===== src/rtl/scale_select_pkg.sv =====
// Shared definitions for the scale_select block: the signed data word width
// that kernel_scale produces and the default scale-output width derived from it.
package scale_select_pkg;

  // Width of the signed word the scaled samples must fit into.
  localparam int BIT_DATA = 8;

  // Width needed to hold a shift amount in 0 .. bit_in - BIT_DATA.
  function automatic int scale_width(input int bit_in);
    return $clog2(bit_in - BIT_DATA) + 1;
  endfunction

endpackage


===== src/rtl/scale_select_abs_mag.sv =====
// One's-complement magnitude of a signed sample: ~x for negatives, x otherwise.
// -2^(BIT_IN-1) maps to 2^(BIT_IN-1)-1, so the result never overflows and a
// negative power of two lands in the same range as the positive one below it.
module scale_select_abs_mag #(
  parameter int BIT_IN = 16
) (
  input  logic signed [BIT_IN-1:0] i_x,
  output logic        [BIT_IN-2:0] o_mag
);

  // XOR with the replicated sign bit inverts negatives and passes positives.
  assign o_mag = i_x[BIT_IN-2:0] ^ {(BIT_IN-1){i_x[BIT_IN-1]}};

endmodule


===== src/rtl/scale_select.sv =====
// Tracks the peak magnitude of one window of wide signed accumulator samples,
// then finds the smallest arithmetic right shift that fits every sample into a
// signed BIT_DATA word. The shift is offered on a valid/ready handshake.
module scale_select
  import scale_select_pkg::*;
#(
  parameter int BIT_IN = 16,
  parameter int BIT_SH = scale_width(BIT_IN)
) (
  input  logic                     clock,
  input  logic                     reset,
  input  logic                     in_valid,
  output logic                     in_ready,
  input  logic signed [BIT_IN-1:0] in_x,
  input  logic                     in_last,
  output logic                     scale_valid,
  input  logic                     scale_ready,
  output logic        [BIT_SH-1:0] scale,
  output logic        [BIT_IN-2:0] peak
);

  typedef enum logic [1:0] {
    ACCUM = 2'd0,
    CALC  = 2'd1,
    HOLD  = 2'd2
  } state_t;

  state_t            r_state;
  logic              r_in_ready;
  logic              r_scale_valid;
  logic [BIT_SH-1:0] r_scale;
  logic [BIT_IN-2:0] r_peak;
  logic [BIT_IN-2:0] r_work;

  logic [BIT_IN-2:0] w_mag;
  logic [BIT_IN-2:0] w_max;
  logic              w_fits;

  scale_select_abs_mag #(
    .BIT_IN (BIT_IN)
  ) u_abs_mag (
    .i_x   (in_x),
    .o_mag (w_mag)
  );

  // Running peak including the sample currently on the input.
  assign w_max  = (w_mag > r_peak) ? w_mag : r_peak;

  // The working value fits once every bit above the signed data range is clear.
  assign w_fits = ~|r_work[BIT_IN-2:BIT_DATA-1];

  // Window accumulation, shift search and result hold, all outputs registered.
  // NOTE: every register here uses non-blocking assignment so all state
  // updates see the pre-edge values, independent of statement order.
  always_ff @(posedge clock or negedge reset) begin
    if (!reset) begin
      r_state       <= ACCUM;
      r_in_ready    <= 1'b1;
      r_scale_valid <= 1'b0;
      r_scale       <= '0;
      r_peak        <= '0;
      r_work        <= '0;
    end else begin
      case (r_state)
        ACCUM: begin
          if (in_valid) begin
            r_peak <= w_max;
            if (in_last) begin
              r_work     <= w_max;
              r_scale    <= '0;
              r_in_ready <= 1'b0;
              r_state    <= CALC;
            end
          end
        end
        CALC: begin
          if (!w_fits) begin
            r_work  <= r_work >> 1;
            r_scale <= r_scale + BIT_SH'(1);
          end else begin
            r_scale_valid <= 1'b1;
            r_state       <= HOLD;
          end
        end
        HOLD: begin
          if (scale_ready) begin
            r_scale_valid <= 1'b0;
            r_peak        <= '0;
            r_in_ready    <= 1'b1;
            r_state       <= ACCUM;
          end
        end
        default: begin
          r_in_ready    <= 1'b1;
          r_scale_valid <= 1'b0;
          r_state       <= ACCUM;
        end
      endcase
    end
  end

  assign in_ready    = r_in_ready;
  assign scale_valid = r_scale_valid;
  assign scale       = r_scale;
  assign peak        = r_peak;

endmodule


===== config.mk =====
export PLATFORM = sky130hd
export DESIGN_NAME = scale_select
export DESIGN_NICKNAME = d
export VERILOG_FILES = /design/src/rtl/scale_select_pkg.sv /design/src/rtl/scale_select_abs_mag.sv /design/src/rtl/scale_select.sv
export SDC_FILE = /design/constraint.sdc
export NUM_CORES = 1
export LEC_CHECK = 0
export BUFFER_PORTS_ARGS = -buffer_cell sky130_fd_sc_hd__buf_4
export CAP_MARGIN = 20
export CELL_PAD_IN_SITES_DETAIL_PLACEMENT = 0
export CELL_PAD_IN_SITES_GLOBAL_PLACEMENT = 2
export CORE_ASPECT_RATIO = 1.1
export CORE_MARGIN = 10
export CORE_UTILIZATION = 36
export CTS_BUF_LIST = sky130_fd_sc_hd__clkbuf_8
export CTS_CLUSTER_SIZE = 40
export DETAILED_ROUTE_END_ITERATION = 12
export PLACE_DENSITY_LB_ADDON = 0.1
export SETUP_SLACK_MARGIN = 0.4
export SLEW_MARGIN = 40
export SYNTH_ARGS = -nofsm -noshare
export SYNTH_HDL_FRONTEND = slang
export SYNTH_SLANG_ARGS = --single-unit

===== constraint.sdc =====
create_clock -name clock -period 2.5 [get_ports clock]
set_input_delay 0.5 -clock clock [delete_from_list [all_inputs] [get_ports clock]]
set_output_delay 0.5 -clock clock [all_outputs]
set_load 0.01 [all_outputs]

==> results of run 1 <==
-- metal layers --
metal	vias up	part of all wire, %	track usage (%)
met5	-	0	0
met4	0	1.7	3.92
met3	7	4.5	3.28
met2	37	51	20.4
met1	872	43	15.8
li1	917	-	-
-- synthesized netlist by cell type, types with 2 or more instances --
master | n | area, sq um
nand2_1 | 31 | 116
dfrtp_1 | 30 | 751
ha_1 | 16 | 200
xor2_1 | 16 | 140
inv_1 | 15 | 56.3
nor2_1 | 15 | 56.3
nand4_1 | 10 | 62.6
and3_1 | 8 | 50.1
mux2_4 | 8 | 120
o211ai_2 | 8 | 100
a221oi_1 | 7 | 61.3
mux2i_1 | 7 | 70.1
clkbuf_1 | 6 | 22.5
a21oi_1 | 5 | 25.0
o21ai_1 | 5 | 25.0
and2_1 | 4 | 25.0
nand2b_1 | 3 | 18.8
a21oi_4 | 2 | 32.5
and4_4 | 2 | 22.5
buf_1 | 2 | 7.51
buf_2 | 2 | 10.0
buf_6 | 2 | 22.5
nand3_1 | 2 | 10.0
nor4_1 | 2 | 12.5
o21ai_0 | 2 | 10.0
-- worst paths after layout --
kind,to,slack (ns),depth (start not counted)
max in group asynchronous,in_ready,2.02,1
hold / removal,scale[1],0.15,1
setup reg to reg,peak[13],0.42,8
hold reg to reg,r_work[7],0.53,2
setup / recovery,peak[13],0.35,9
min in group clock,in_ready,0.49,3
-- what timing repair did --
action                     4_1_cts  5_1_grt
setup endpoints to repair       23       23
gates cloned                     1        0
resized for setup               18        8
buffers inserted                 2        4
pin swaps                        8       11
-- sequential cells by signal, summed over array words and instances (netlist names) --
register / flops
scale: 4
in_ready: 1
peak: 15
r_state: 2
r_work: 8
scale_valid: 1
-- logic make-up (layout without fill, tap and decap cells) --
kind of cell | Yosys count | count (layout) | synth area share (%)
multiplexers | 15 | 15 | 8.49
AND/OR/NAND/NOR | 84 | 84 | 19.2
flip-flops | 31 | 31 | 34.7
adder cells (fa/ha/maj) | 16 | 16 | 8.94
buffers and inverters | 29 | 92 | 6.54
AO/OA/AOI/OAI | 36 | 36 | 15.5
XOR/XNOR | 17 | 17 | 6.65
-- power breakdown --
| part | total, uW | internal (uW) | leakage, uW | switching, uW |
|---|---|---|---|---|
| sequential | 978 | 747 | 0.000377 | 231 |
| clock | 528 | 323 | 0.0000612 | 205 |
| combinational | 2050 | 1050 | 0.00105 | 999 |
-- final cells by class --
| class | count | area (sq um) | area share, % |
|---|---|---|---|
| clock inverter | 2 | 35.0 | 1.12 |
| clock buffer | 6 | 82.6 | 2.64 |
| multi-input combinational | 168 | 1480 | 47.3 |
| tap | 80 | 100 | 3.21 |
| sequential | 31 | 777 | 24.9 |
| inverter | 15 | 56.3 | 1.80 |
| timing repair buffer | 69 | 594 | 19.0 |
-- per-stage QoR --
| stage | hold WS [ns] | std cells | setup TNS [ns] | setup WS (ns) |
|---|---|---|---|---|
| 6_report | 0.151 | 371 | 0 | 0.352 |
| 5_1_grt | 0.170 | 371 | 0 | 0.274 |
| 4_1_cts | 0.162 | 367 | 0 | 0.350 |
| 3_5_place_dp | 0.472 | 356 | -3.73 | -0.217 |
| 3_3_place_gp | 0.470 | 356 | -3.30 | -0.187 |
| 2_1_floorplan | 0.204 | 228 | 0 | 0.0212 |
-- worst max-delay path: stages --
cell      delay (ns)
buf_16          0.13
xor2_2          0.18
ha_1            0.31
a21oi_1         0.17
o21ai_1         0.10
a221oi_2        0.28
a21o_1          0.20
buf_12          0.14
mux2_4          0.30
==> qor.csv, run 1 <==
stage;metric;value;unit
outcome;status;finished, final reports clean;
clock_network;ctsHoldBuffers;0;
clock_network;cts_buffer_depth;2;
placed_design;dpl-instance-area;2770;sq um
timing;setup_violations;0;
setup_path;cp.required;2.67;ns
grt;grtUsageTotal;12.5;%
final_layout;final_cell_mix;63 x buf_4, 31 x nand2_1, 30 x dfrtp_1, 15 x inv_1, 14 x nor2_1;
setup_path;critPathMaxFanout;8;
final_layout;nets;327;
clock_network;htree_num_levels;2;
timing;rsz0062_at_grt;yes;
die;dieArea;9780;sq um
setup_path;r2r-start;peak[8];
yosys;yosysUniqueCellTypes;43;
timing;post-route-period-util;85.9;%
timing;clock.fmax;466;MHz
min_path;hp-class;primary input to async pin;
timing;hold_viol_final;0;
yosys;synth_warnings;0;
die;rows;30;
grt;grt_pass1_vias;1900;
timing;relSlewSlack;47.6;%
pwr;ir_worst_vdd;0.357;mV
clock_network;clock_sinks;31;
yosys;synth_edf_count;0;
placed_design;port_buffers;41;
yosys;syn_nets;265;
setup_path;worstSetupPathType;primary input to flip-flop;
setup_path;arrival;2.32;ns
yosys;synth_area;2240;sq um
pwr;p_leak;0.00149;uW
die;ios;42;
setup_path;cp-start-kind;primary input;
final_layout;layout_commonest_cell;buf_4;
setup_path;cp-end-kind;flip-flop;
final_layout;area_growth;39.4;%
clock_network;cts.clk_slew.worst_paths;0.07;ns
final_layout;fin_util;51.0;%
route;viasPerCell;4.94;
pwr;power_density;1140;nW/um^2
route;drt_iter0_markers;79;
grt;grt_antenna_before_repair;0;
route;first_pass_iters;4;
route;route.detailed.drc;0;
timing;layout_min_cycle_time;2.15;ns
die;start_util;36.6;%
clock_network;clk_latency;0.28;ns
timing;fin_skew;0.00426;ns
clock_network;cts_root_buf;clkbuf_8;
flow_run;cap_violations;0;
placed_design;gp_congestion;0.756;
grt;grt_max_degree;32;
final_layout;num-fill-cells;601;
clock_network;cts_tree;done;
yosys;ys.flop_type;dfrtp_1;
yosys;syn_inst;228;
route;num_vias;1833;
route;wl_per_cell;16.1;um
final_layout;num_antenna_cells;0;
die;core_area;6120;sq um
route;routed_wl;5.97;mm
clock_network;numCtsBuffers;5;
timing;slew_violations;0;
die;die_h;103;um
grt;overflow;0;
placed_design;hpwl;4.40;mm
die;die_x;95.2;um
final_layout;stdcell_area;3120;sq um
route;ant_nets;0;
yosys;syn_avg_cell_area;9.82;sq um
yosys;ys_seq_area_share;34.7;%
setup_path;critPathLaunch;in_x[15];
timing;worstMarginPinSlew;0.785;ns
yosys;async_flop_share;100;%
pwr;p_total;3550;uW
yosys;synth_seq_cells;31;
grt;grt_pass1_wl;9.70;mm
final_layout;drive_gt1_share;43.3;%
Power figures use the tool's default switching activity.
==> inputs of run 2 (changes only) <==
- clock period: 2.5 -> 2.43 ns (I/O delays scaled with it)
==> qor.csv, run 2 (synthesis results as in run 1) <==
stage;metric;value;unit;change
placed_design;gp_congestion;0.758;;was 0.756
timing;layout_min_cycle_time;2.15;ns;
final_layout;nets;328;;was 327
flow_run;cap_violations;0;;unchanged
clock_network;htree_num_levels;2;;unchanged
clock_network;numCtsBuffers;5;;unchanged
placed_design;port_buffers;41;;unchanged
timing;finalHoldWorstSlack;0.132;ns;was 0.151 ns
timing;clock.fmax;465;MHz;
final_layout;largest_register_ffs;15;;unchanged
setup_path;cp-start-kind;primary input;;unchanged
route;wl_per_cell;16.0;um;was 16.1 um
die;dieArea;9780;sq um;unchanged
final_layout;final_cell_mix;65 x buf_4, 31 x nand2_1, 30 x dfrtp_1, 15 x inv_1, 15 x nor2_1;;was 63 x buf_4, 31 x nand2_1, 30 x dfrtp_1, 15 x inv_1, 14 x nor2_1
clock_network;ctsHoldBuffers;0;;unchanged
final_layout;layout_commonest_cell;buf_4;;unchanged
final_layout;drive_gt1_share;44.2;%;was 43.3%
grt;grt_antenna_before_repair;0;;unchanged
setup_path;cp-end-kind;flip-flop;;unchanged
grt;grt_pass1_wl;10.1;mm;was 9.70 mm
final_layout;stdcell_area;3130;sq um;was 3120 sq um
timing;slew_violations;0;;unchanged
grt;grtUsageTotal;13.0;%;was 12.5%
die;core_area;6120;sq um;unchanged
die;start_util;36.6;%;unchanged
setup_path;worstSetupPathType;primary input to flip-flop;;unchanged
timing;fin_skew;0.00353;ns;was 0.00426 ns
setup_path;reg2reg_setup_slack;0.35;ns;was 0.42 ns
timing;setup_violations;0;;unchanged
die;die_h;103;um;unchanged
clock_network;clk_latency;0.28;ns;about the same
clock_network;clock_sinks;31;;unchanged
route;drt_iter0_markers;77;;was 79
grt;overflow;0;;unchanged
clock_network;cts_tree;done;;unchanged
route;num_vias;1855;;was 1833
setup_path;critPathMaxFanout;8;;unchanged
pwr;p_leak;0.00150;uW;was 0.00149 uW
setup_path;arrival;2.32;ns;about the same
route;first_pass_iters;4;;unchanged
placed_design;dpl-instance-area;2770;sq um;unchanged
timing;relSlewSlack;48.8;%;was 47.6%
timing;post-route-period-util;88.5;%;
route;routed_wl;5.96;mm;was 5.97 mm
route;viasPerCell;4.99;;was 4.94
die;die_x;95.2;um;unchanged
placed_design;hpwl;4.45;mm;was 4.40 mm
grt;grt_pass1_vias;1979;;was 1900
timing;rsz0062_at_grt;yes;;unchanged
route;ant_nets;0;;unchanged
final_layout;area_growth;39.9;%;was 39.4%
die;ios;42;;unchanged
clock_network;cts_buffer_depth;2;;unchanged
clock_network;cts.clk_slew.worst_paths;0.07;ns;about the same
final_layout;num-fill-cells;593;;was 601
clock_network;cts_root_buf;clkbuf_8;;unchanged
route;route.detailed.drc;0;;unchanged
grt;grt_max_degree;32;;unchanged
final_layout;num_antenna_cells;0;;unchanged
timing;worstMarginPinSlew;0.766;ns;was 0.785 ns
pwr;power_density;1170;nW/um^2;was 1140 nW/um^2
min_path;hp-class;primary input to async pin;;unchanged
setup_path;cp.required;2.60;ns;was 2.67 ns
final_layout;fin_util;51.2;%;was 51.0%
pwr;ir_worst_vdd;0.401;mV;was 0.357 mV
timing;hold_viol_final;0;;unchanged
outcome;status;finished, final reports clean;;unchanged
die;rows;30;;unchanged
-- run 2: changes by cell type in the layout (fill, tap and decap cells not counted), sizes merged --
cell / delta
buf: +1
-- run 2: final timing paths --
check,endpoint,start,cells after the start
setup reg to reg,peak[11],peak[9],8
setup / recovery,peak[11],in_x[15],9
max in group asynchronous,in_ready,reset,1
hold reg to reg,scale_valid,scale_valid,2
hold / removal,scale[2],reset,1
min in group clock,in_ready,scale_ready,3
-- run 2: repair_timing --
item	4_1_cts	5_1_grt
pin swaps	10	3
resized for setup	20	7
endpoints found under the setup margin	23	23
setup buffers	3	4
endpoints found under the hold margin	0	0
gates cloned	1	0
-- run 2: critical path: stages --
cell and delay [ns]:
buf_16 0.13, xor2_2 0.18, ha_1 0.30, a21oi_1 0.14, o21ai_1 0.10, a221oi_2 0.32, a21o_1 0.21, buf_12 0.14
mux2_4 0.30
-- run 2: through the flow --
step / total power (uW) / setup TNS, ns / worst slack [ns] / instances
finish: 3660 / 0 / 0.279 / 372
global route: 3990 / 0 / 0.197 / 372
CTS: 3620 / 0 / 0.278 / 368
detailed placement: 2940 / -4.96 / -0.268 / 356
global placement: 2920 / -4.47 / -0.238 / 356
floorplan: 2310 / -0.279 / -0.0348 / 228
-- run 2: report_power, final --
group / internal (uW) / total (uW) / switching (uW)
Clock: 332 / 546 / 214
Sequential: 768 / 1010 / 240
Combinational: 1080 / 2110 / 1030
Total: 2180 / 3660 / 1480
-- run 2: layer usage --
layer | share of wire (%) | GRT usage [%] | vias up | routed length (um)
met5 | 0 | 0 | - | 0
li1 | - | - | 918 | -
met2 | 53 | 22.3 | 32 | 3150
met3 | 4.2 | 3.20 | 6 | 253
met4 | 1.2 | 4.03 | 0 | 74
met1 | 42 | 15.5 | 899 | 2490
-- run 2: cell type report --
type,instances,area (sq um),area share [%]
clock inverter,2,35.0,1.12
timing repair buffer,70,598,19.1
inverter,15,56.3,1.80
sequential,31,777,24.8
tap,80,100,3.19
clock buffer,6,82.6,2.64
multi-input combinational,168,1480,47.4
==> inputs of run 3 (changes only) <==
- ABC_AREA: not set -> 1
- CORE_UTILIZATION: 36 -> 32
==> qor.csv, run 3 <==
stage;metric;value;unit;change
outcome;status;finished, final reports clean;;unchanged
grt;grt_max_degree;32;;unchanged
route;drt_iter0_markers;49;;was 77
route;first_pass_iters;4;;unchanged
pwr;p_leak;0.00172;uW;was 0.00150 uW
final_layout;nets;381;;was 328
setup_path;worstSetupPathType;primary input to flip-flop;;unchanged
die;start_util;33.4;%;was 36.6%
route;route.detailed.drc;0;;unchanged
route;num_vias;1945;;was 1855
timing;worstMarginPinSlew;0.437;ns;was 0.766 ns
timing;fin_skew;0.00482;ns;was 0.00353 ns
setup_path;reg2reg_setup_slack;0.46;ns;was 0.35 ns
grt;grt_antenna_before_repair;0;;unchanged
setup_path;arrival;2.22;ns;was 2.32 ns
pwr;power_density;1170;nW/um^2;about the same
die;ios;42;;unchanged
grt;grtUsageTotal;11.5;%;was 13.0%
yosys;ys_seq_area_share;37.3;%;was 34.7%
final_layout;final_cells;425;;was 372
timing;hold_viol_final;0;;unchanged
placed_design;port_buffers;41;;unchanged
placed_design;dpl-instance-area;2610;sq um;was 2770 sq um
yosys;synth_warnings;0;;unchanged
route;ant_nets;0;;unchanged
final_layout;largest_register_ffs;15;;unchanged
setup_path;reg2regPathDepth;12;;was 8
yosys;netlist_top_cells_area;dfrtp_1 36%, nand2_1 12%, ha_1 9.6%;;was dfrtp_1 34%, ha_1 8.9%, xor2_1 6.3%
clock_network;cts.clk_slew.worst_paths;0.06;ns;was 0.07 ns
die;die_h;105;um;was 103 um
route;routed_wl;5.89;mm;was 5.96 mm
final_layout;layout_commonest_cell;buf_4;;unchanged
clock_network;cts_tree;done;;unchanged
yosys;synth_edf_count;0;;unchanged
yosys;synth_seq_cells;31;;unchanged
yosys;syn_inst;278;;was 228
yosys;synth_top_area_cell;dfrtp_1;;unchanged
final_layout;area_growth;62.6;%;was 39.9%
final_layout;drive_gt1_share;46.7;%;was 44.2%
yosys;syn_nets;315;;was 265
die;dieArea;10100;sq um;was 9780 sq um
clock_network;htree_num_levels;2;;unchanged
clock_network;ctsHoldBuffers;0;;unchanged
yosys;ys.flop_type;dfrtp_1;;unchanged
route;wl_per_cell;13.9;um;was 16.0 um
grt;overflow;0;;unchanged
yosys;syn_avg_cell_area;7.49;sq um;was 9.82 sq um
timing;rsz0062_at_grt;yes;;unchanged
clock_network;numCtsBuffers;5;;unchanged
placed_design;gp_congestion;0.748;;was 0.758
yosys;ys_top_cells_by_count;67 x nand2_1, 50 x inv_1, 33 x nand3_1;;was 31 x nand2_1, 30 x dfrtp_1, 16 x ha_1, 16 x xor2_1
yosys;synth_area;2080;sq um;was 2240 sq um
timing;relSlewSlack;70.9;%;was 48.8%
timing;setup_violations;0;;unchanged
pwr;ir_worst_vdd;0.471;mV;was 0.401 mV
yosys;yosysUniqueCellTypes;24;;was 43
setup_path;cp.required;2.60;ns;about the same
die;die_x;96.9;um;was 95.2 um
min_path;hp-class;primary input to async pin;;unchanged
setup_path;cp-end-kind;flip-flop;;unchanged
grt;grt_pass1_vias;2002;;was 1979
clock_network;cts_buffer_depth;2;;unchanged
final_layout;stdcell_area;3390;sq um;was 3130 sq um
setup_path;critPathMaxFanout;8;;unchanged
clock_network;clk_latency;0.28;ns;about the same
yosys;async_flop_share;100;%;unchanged
setup_path;cp-start-kind;primary input;;unchanged
die;rows;30;;unchanged
timing;slew_violations;0;;unchanged
yosys;synthMostInstantiatedCell;nand2_1;;unchanged
yosys;synth_top_area_share;36.1;%;was 33.5%
clock_network;cts_root_buf;clkbuf_8;;unchanged
placed_design;hpwl;4.16;mm;was 4.45 mm
grt;grt_pass1_wl;9.76;mm;was 10.1 mm
placed_design;place_inst;404;;was 356
final_layout;final_cell_mix;53 x buf_4, 50 x nand2_1, 44 x inv_1, 30 x dfrtp_1, 20 x nand3_2;;was 65 x buf_4, 31 x nand2_1, 30 x dfrtp_1, 15 x inv_1, 15 x nor2_1
flow_run;cap_violations;0;;unchanged
die;core_area;6230;sq um;was 6120 sq um
clock_network;clock_sinks;31;;unchanged
timing;layout_min_cycle_time;2.05;ns;was 2.15 ns
route;viasPerCell;4.58;;was 4.99
timing;clock.fmax;487;MHz;was 465 MHz
final_layout;num_antenna_cells;0;;unchanged
timing;post-route-period-util;84.5;%;was 88.5%
==> run 3: cell type report <==
cell class / instances / area (sq um)
inverter: 52 / 195
multi-input combinational: 190 / 1630
timing repair buffer: 64 / 601
sequential: 31 / 777
tap: 80 / 100
fill: 628 / 2850
clock buffer: 5 / 68.8
clock inverter: 3 / 12.5
==> run 3: worst max-delay path, cell delays in order <==
cell and delay [ns]:
buf_12 0.13, buf_8 0.13, xnor2_4 0.17, inv_2 0.07
ha_4 0.25, nand2_2 0.05, inv_2 0.05, nand3_2 0.07
nor2_4 0.16, nand4_4 0.13, buf_12 0.17, nand2_8 0.13
nand2_2 0.08, nand3_2 0.07, nand3_1 0.06
==> run 3: repair_timing <==
action	4_1_cts	5_1_grt
setup buffers	6	4
cloned	3	0
setup endpoints to repair	23	23
resized for setup	45	62
pin swaps	15	27
==> run 3: through the flow <==
step | hold slack, ns | worst slack [ns] | TNS [ns] | total power, uW | util [%]
2_1_floorplan | 0.190 | 0.254 | 0 | 2160 | -
3_3_place_gp | 0.459 | -0.0613 | -0.399 | 2800 | 41.9
3_5_place_dp | 0.459 | -0.0617 | -0.561 | 2810 | 41.9
4_1_cts | 0.149 | 0.351 | 0 | 3550 | 48.5
5_1_grt | 0.162 | 0.274 | 0 | 4320 | 54.3
6_report | 0.141 | 0.375 | 0 | 3950 | 54.3
==> run 3: metal layers <==
metal	routed length [um]	vias up	track usage, %
met4	89	0	4.43
met2	3000	28	19.2
met1	2630	895	14.1
li1	-	1014	-
met5	0	-	0
met3	171	8	2.31
==> run 3: final timing paths <==
check / end / startpoint
max: r_work[9] / in_x[15]
min: r_work[9] / reset
max reg2reg: r_work[9] / peak[14]
min reg2reg: in_ready / in_ready
max in group asynchronous: in_ready / reset
min in group clock: r_state[1] / scale_ready
==> run 3: report_power, final <==
group | leakage [uW] | internal, uW | switching [uW]
registers | 0.000375 | 772 | 173
clock network | 0.0000505 | 193 | 203
logic | 0.00129 | 1170 | 1440
==> run 3: logic make-up after synthesis <==
group           Yosys count  share of synthesized area (%)
compound gates           26                           6.61
buf+inv                  58                           11.7
fa+ha+maj                16                           9.62
flops                    31                           37.3
xor+xnor                 17                           7.15
simple gates            130                           27.6
